$ cat config.mk
export PLATFORM = sky130hd
export DESIGN_NAME = fetch_unit
export DESIGN_NICKNAME = d
export VERILOG_FILES = /design/src/rtl/fetch_unit.sv
export SDC_FILE = /design/constraint.sdc
export NUM_CORES = 1
export LEC_CHECK = 0
export ABC_CLOCK_PERIOD_IN_PS = 3000
export BUFFER_PORTS_ARGS = -buffer_cell sky130_fd_sc_hd__buf_2
export CORE_MARGIN = 2
export CORE_UTILIZATION = 35
export DETAILED_ROUTE_END_ITERATION = 8
export GPL_TIMING_DRIVEN = 0
export PLACE_DENSITY_LB_ADDON = 0.25
export SLEW_MARGIN = 20
export SYNTH_ARGS = -nofsm -noshare
export SYNTH_HDL_FRONTEND = slang
export SYNTH_SLANG_ARGS = --single-unit
export TNS_END_PERCENT = 20
$ cat constraint.sdc
create_clock -name clock -period 3 [get_ports clock]
set_input_delay 0.15 -clock clock [delete_from_list [all_inputs] [get_ports clock]]
set_output_delay 0.15 -clock clock [all_outputs]
set_load 0.005 [all_outputs]
$ cat src/rtl/fetch_unit.sv
// Instruction-fetch stage: PC register, imem addressing and the IF/ID pipeline register.
// Optional misaligned-redirect detection is enabled by defining FETCH_ALIGN_CHECK_EN.
module fetch_unit #(
  parameter logic [31:0] RESET_PC = 32'h0000_0000
) (
  input  logic        clock,
  input  logic        reset,
  input  logic        stall,
  input  logic        branch_taken,
  input  logic [15:0] branch_offset,
  input  logic        jump,
  input  logic [25:0] jump_index,
  input  logic [31:0] redirect_pc_plus4,
  output logic [31:0] imem_addr,
  input  logic [31:0] imem_data,
  output logic [31:0] ifid_instr,
  output logic [31:0] ifid_pc_plus4,
  output logic        ifid_valid
`ifdef FETCH_ALIGN_CHECK_EN
  ,
  output logic        fetch_error
`endif
);

  logic [31:0] pc_q, pc_d;
  logic [31:0] instr_q, instr_d;
  logic [31:0] pc_plus4_q, pc_plus4_d;
  logic        valid_q, valid_d;
  logic [31:0] pc_plus4;
  logic [31:0] branch_target;
  logic [31:0] jump_target;
  logic [31:0] target;
  logic        redirect;
  logic        hold_error;

  assign pc_plus4      = pc_q + 32'd4;
  assign branch_target = redirect_pc_plus4 + {{14{branch_offset[15]}}, branch_offset, 2'b00};
  assign jump_target   = {redirect_pc_plus4[31:28], jump_index, 2'b00};
  // Jump outranks a simultaneous taken branch.
  assign target        = jump ? jump_target : branch_target;
  assign redirect      = jump | branch_taken;
  assign imem_addr     = {2'b00, pc_q[31:2]};

`ifdef FETCH_ALIGN_CHECK_EN
  logic error_q, error_d;

  assign hold_error  = error_q;
  assign error_d     = error_q | (redirect & (target[1:0] != 2'b00));
  assign fetch_error = error_q;

  always_ff @(posedge clock or negedge reset) begin
    if (!reset) begin
      error_q <= 1'b0;
    end else begin
      error_q <= error_d;
    end
  end
`else
  assign hold_error = 1'b0;
`endif

  always_comb begin
    pc_d       = pc_q;
    instr_d    = instr_q;
    pc_plus4_d = pc_plus4_q;
    valid_d    = valid_q;
    if (hold_error || redirect) begin
      // A redirect beats stall: the stalled IF/ID content is wrong-path.
      if (!hold_error) begin
        pc_d = {target[31:2], 2'b00};
      end
      instr_d    = 32'h0000_0000;
      pc_plus4_d = 32'h0000_0000;
      valid_d    = 1'b0;
    end else if (!stall) begin
      pc_d       = pc_plus4;
      instr_d    = imem_data;
      pc_plus4_d = pc_plus4;
      valid_d    = 1'b1;
    end
  end

  always_ff @(posedge clock or negedge reset) begin
    if (!reset) begin
      pc_q       <= RESET_PC;
      instr_q    <= 32'h0000_0000;
      pc_plus4_q <= 32'h0000_0000;
      valid_q    <= 1'b0;
    end else begin
      pc_q       <= pc_d;
      instr_q    <= instr_d;
      pc_plus4_q <= pc_plus4_d;
      valid_q    <= valid_d;
    end
  end

  assign ifid_instr    = instr_q;
  assign ifid_pc_plus4 = pc_plus4_q;
  assign ifid_valid    = valid_q;

endmodule

==> Yosys cells after proc, flatten, opt, wreduce, memory -nomap -nowiden <==
Cells that the tools add are included.
{ "totals": {"reg_bits": 97, "in_bits": 111, "out_inout_bits": 97, "wordCells": 16} }
{ "op_classes": {"n_addsub": 2, "eq_ne": 1, "muxes": 8, "bitwise": 1} }
{ "op_table": {"columns": ["op", "count"], "rows": [
  ["32-bit 2-to-1 mux", 6],
  ["32-bit by 3-bit adder with 32-bit output, second input constant", 1],
  ["32-bit adder", 1],
  ["1-bit 2-to-1 mux", 2],
  ["2-bit by 1-bit != test with 1-bit output, second input constant", 1],
  ["1-bit bitwise OR", 1]
]} }

==> Longest topological paths before layout <==
{ "logic_depth": {"ltp_word": 3, "depth_mapped": 11} }

==> Worst setup path before layout <==
Ideal clock, no wire load.
{ "synth_path": {"path_type": "input-to-reg", "start": "input port branch_offset[0]", "end": "register pc_q[30]", "arrival_ps": 2521, "path_slack_ps": 375, "stages": 11, "cell_sequence": "ha_1 fa_1 a211oi_2 o21bai_1 o21ai_2 a21oi_1 o41ai_2 o21bai_2 a221oi_2 xor2_1 a221oi_1"} }
{ "synth_via": {"elab_chain_cells": 3} }
{ "synth_lines": {"columns": ["element", "line_no", "source"], "rows": [
  ["start: declaration", "10", "input logic [15:0] branch_offset,"],
  ["32-bit adder", "37", "assign branch_target = redirect_pc_plus4 + {{14{branch_offset[15]}}, branch_offset, 2'b00};"],
  ["32-bit 2-to-1 mux", "40", "assign target = jump ? jump_target : branch_target;"],
  ["32-bit 2-to-1 mux", "67", "if (hold_error || redirect) begin"],
  ["end signal: assignment", "90", "pc_q <= pc_d;"],
  ["end: declaration", "25", "logic [31:0] pc_q, pc_d;"]
]} }
Every way passes these cells.
A chain may end at the register's enable or synchronous reset.

==> Worst setup path in the final report <==
Same ends and word-level chain as after synthesis.

==> flow_results.org <==
** Yosys
- Most frequently used flop master after synthesis :: dfrtp_1
- After synthesis the netlist holds a flip-flop and latch count of 93.
- After technology mapping, the gate count stands at ~700.
- Counting flops with an async set or reset pin after synthesis yields a share of 1.00.
- Counting flops with a built-in enable in the synthesized netlist gives 0.
- Syn avg cell area :: 8.77 sq um
- Sequential fraction of the synthesis area :: 0.382
- Cell area after synthesis :: between 6000 and 7000 sq um
- Number of synthesis warnings :: 0
- Count of different cell masters after synthesis :: 70

** GRT
- Number of antenna violations at the first check in global routing :: 0
- The number of global-route vias before repair was around 5500.
- First-pass GRT wire length :: around 29 mm
- Pin count of the biggest net entering global routing :: 62
- For this run the aggregate overflow at the end of global routing stands at 0.
- Overall track demand over capacity in global routing :: 0.201

** Die
- For this configuration, the core starts out at a cell density of 0.355.
- The floorplan step defined a die boundary enclosing 18500 sq um.
- The die is 136 um wide.
- Die Y-Extent :: 136 um
- Pin placement for this block handled 208 I/O pins.
- Placeable core area :: 17200 sq um
- The floorplan has 48 rows.

** Outcome
- Status :: finished clean

** Clock tree
- Post-CTS setup buffer count :: 0
- No sink is reached through more buffers than the 2 on the longest clock path.
- The H-tree was split into 3 levels.
- CTS Buf Count :: 9
- Clock tree root buffer cell :: clkbuf_16
- The clock reaches the later pin of the worst-skew pair after approximately 350 ps.
- Clock tree from TritonCTS :: done
- Number of instances resized during post-cts repair :: 0
- Clock tree sinks :: 93
- Cts hold-fix bufs :: 2
- Clock-pin slew was measured on the worst setup and hold paths at 70 ps.

** STA
- Accumulated negative setup slack :: 0 ps
- Counting I/O delays and the setup requirement, the final critical path takes 2690 ps.
- Remaining max-slew budget at the tightest pin :: 0.496
- Based on the critical path, the design can be clocked at up to ~0.37 GHz.
- Setup repair after global routing left no endpoint under its margin.
- For the final database, setup skew stands at 9.33 ps.
- In the finished design, the share of the clock period the worst path needs comes to 0.898.
- The final-report hold violation count came to 0.
- At the pin with the least slew margin, the transition time is 756 ps.
- Final hold analysis gives a worst-case slack of about 30 ps.
- The count of pins over their slew limit was 0.
- Setup violations remaining at the end of the flow were counted as 0.

** Detailed routing
- The detail route stage leaves a number of antenna-violating nets equal to 0.
- Vias per inst :: 5.05
- Count of routing violations after the opening detailed-route iteration :: 264
- Wires add up to 18.6 mm.
- In the routed design, unresolved DRC markers number 0.
- For this run, the detailed router's first-pass iteration total came to 5.
- Detailed-route via count :: around 5800
- Wire per inst :: 16.3 um

** Final layout
- In the final layout, the share of cells above drive strength 1 is 0.269.
- Antenna diodes :: 0
- Utilization after layout :: 0.453
- Layout Nets :: around 1100
- Signed area change from the synthesized netlist to the final layout :: 27.5%
- The count of cells in the finished layout, fillers not included, comes to 1141.
- The finished cells cover 7770 sq um.
- Fill cells :: between 1500 and 2000

** Worst setup path
- STA classifies the critical path endpoint as a register.
- The worst setup path is launched from a primary input.
- Worst setup path category :: primary input to register
- Critical path fanouts, max :: 4
- Arrival time at the worst endpoint :: 2940 ps
- For the worst setup path, the data required time is 3250 ps.

** Place
- Cell count after placement :: 1123
- The placed instances occupy a cell area of 7420 sq um.
- The count of buffers added on input and output ports is between 150 and 200.
- Detailed placement finished with a half-perimeter wire length of 14.6 mm.
- At the end of routability-driven placement, the weighted congestion stood at 0.832.

** Pwr
- The share of total power dissipated in the clock network is 0.353.
- Combinational group share of total power :: 0.250
- For this design the ratio of total power to cell area is approximately 470 nW/um^2.
- In this run the static leakage power is 3.86 nW.
- Of the total power, the share spent switching nets is 0.309.
- VDD sags by at most 0.218 mV.
- Switching power summed over all nets :: 1.13 mW
- The share of total power dissipated in sequential elements is 0.397.
- Cell-internal power :: 2.52 mW

** Min path
- The path class of the tightest hold or removal check is primary input to register.

** Job
- Max-cap violation count :: 0
[sequential cells by signal (all words and copies together) (netlist names)]
name           count
ifid_instr        32
ifid_pc_plus4     30
ifid_valid         1
pc_q              30
[power groups by stage]
stage          registers (mW)  logic (mW)  clock network (mW)
4_1_cts                  1.45       0.919                1.31
3_3_place_gp             1.47       0.900                   0
5_1_grt                  1.46        1.03                1.37
6_report                 1.45       0.914                1.29
2_1_floorplan            1.46       0.555                   0
3_5_place_dp             1.47       0.912                   0
[layout by cell type (no fill, tap or decap), drive strengths merged, types with 3 or more instances in the layout]
cell type	count
a31oi	7
xnor2	25
conb	4
ha	30
o211ai	6
and4	3
a21o	12
nand3b	3
nor2b	4
nor2	105
xor2	32
a211oi	10
and2	3
clkinv	4
nand3	19
inv	12
buf	215
mux2i	40
o21ai	35
or3	4
nand2	62
clkbuf	37
nor3	7
and3	5
o21a	7
or2	3
o22ai	13
a22oi	3
nand4	10
nand2b	4
dfrtp	93
a21oi	68
o21bai	3
[synth_stat cells (2+ instances only)]
cell type / n / area, sq um
a21oi_1: 68 / 340
o22ai_1: 13 / 81.3
nor3b_1: 2 / 15.0
o21bai_1: 2 / 15.0
mux2i_1: 40 / 400
buf_1: 6 / 22.5
xor2_1: 32 / 280
dfrtp_1: 93 / 2330
and3_1: 5 / 31.3
nor3_1: 6 / 30.0
and4_1: 2 / 17.5
a211oi_1: 9 / 67.6
a21o_1: 12 / 90.1
nand3b_1: 3 / 22.5
buf_4: 5 / 37.5
nor2_4: 2 / 22.5
o21ai_1: 9 / 45.0
nand4_1: 8 / 50.1
a22oi_1: 3 / 22.5
buf_2: 4 / 20.0
and2_1: 3 / 18.8
nand3_1: 18 / 90.1
o21ai_0: 25 / 125
a31o_2: 2 / 17.5
nor2_1: 102 / 383
xnor2_1: 25 / 219
a211o_1: 2 / 17.5
nor2b_1: 4 / 25.0
inv_1: 12 / 45.0
nand2_1: 61 / 229
a31oi_1: 7 / 43.8
clkbuf_1: 26 / 97.6
or3_1: 4 / 25.0
nand2b_1: 4 / 25.0
o21a_1: 7 / 52.6
ha_1: 30 / 375
o211ai_1: 6 / 45.0
[metal layers]
layer  global-route usage  wire, um
met5                    0         0
met4               0.0463       237
met3               0.0306      1110
met2                0.333      8480
met1                0.276      8800
[layout make-up]
| cell class | instances | area, sq um | area share |
|---|---|---|---|
| Multi-Input combinational cell | 551 | 3550 | 0.457 |
| Tap cell | 225 | 282 | 0.0362 |
| Inverter | 13 | 48.8 | 0.00628 |
| Buffer | 41 | 178 | 0.0229 |
| Timing Repair Buffer | 202 | 1050 | 0.135 |
| Clock buffer | 11 | 253 | 0.0325 |
| Sequential cell | 93 | 2330 | 0.299 |
| Clock inverter | 5 | 82.6 | 0.0106 |
[logic make-up (layout without fill, tap and decap cells)]
| logic type | after synthesis | in the layout | synth area share |
|---|---|---|---|
| compound gates | 182 | 182 | 0.186 |
| xor+xnor | 57 | 57 | 0.0819 |
| fa+ha+maj | 31 | 31 | 0.0649 |
| buf+inv | 54 | 272 | 0.0371 |
| flops | 93 | 93 | 0.382 |
| mux | 40 | 40 | 0.0657 |
| other cells | 1 | 4 | 0.000615 |
| simple gates | 237 | 237 | 0.182 |
[per-stage QoR]
stage	setup slack [ps]	power (mW)
floorplan	375	2.01
finish	306	3.65
detailed placement	-66.9	2.38
global route	127	3.86
CTS	277	3.68
global placement	-108	2.37
[path summary, 6_finish.rpt]
path                                       start                 to  slack [ps]  cells past startpoint
worst max-delay path            branch_offset[0]           pc_q[30]         310                     12
worst min-delay path              jump_index[25]           pc_q[27]          30                      3
worst max register to register           pc_q[2]           pc_q[30]         480                     11
worst min register to register        ifid_valid         ifid_valid         490                      1
max in group asynchronous                  reset  ifid_pc_plus4[10]        2140                      3
min in group asynchronous                  reset      ifid_instr[9]         260                      2
[critical path, stage by stage]
cell	delay, ps
buf_2	100
ha_1	210
fa_1	430
a211oi_2	260
o21bai_1	150
o21ai_2	180
a21oi_1	120
o41ai_2	450
o21bai_2	190
a221oi_2	310
xor2_1	100
a221oi_1	280
(Power assumes the default switching activity.)
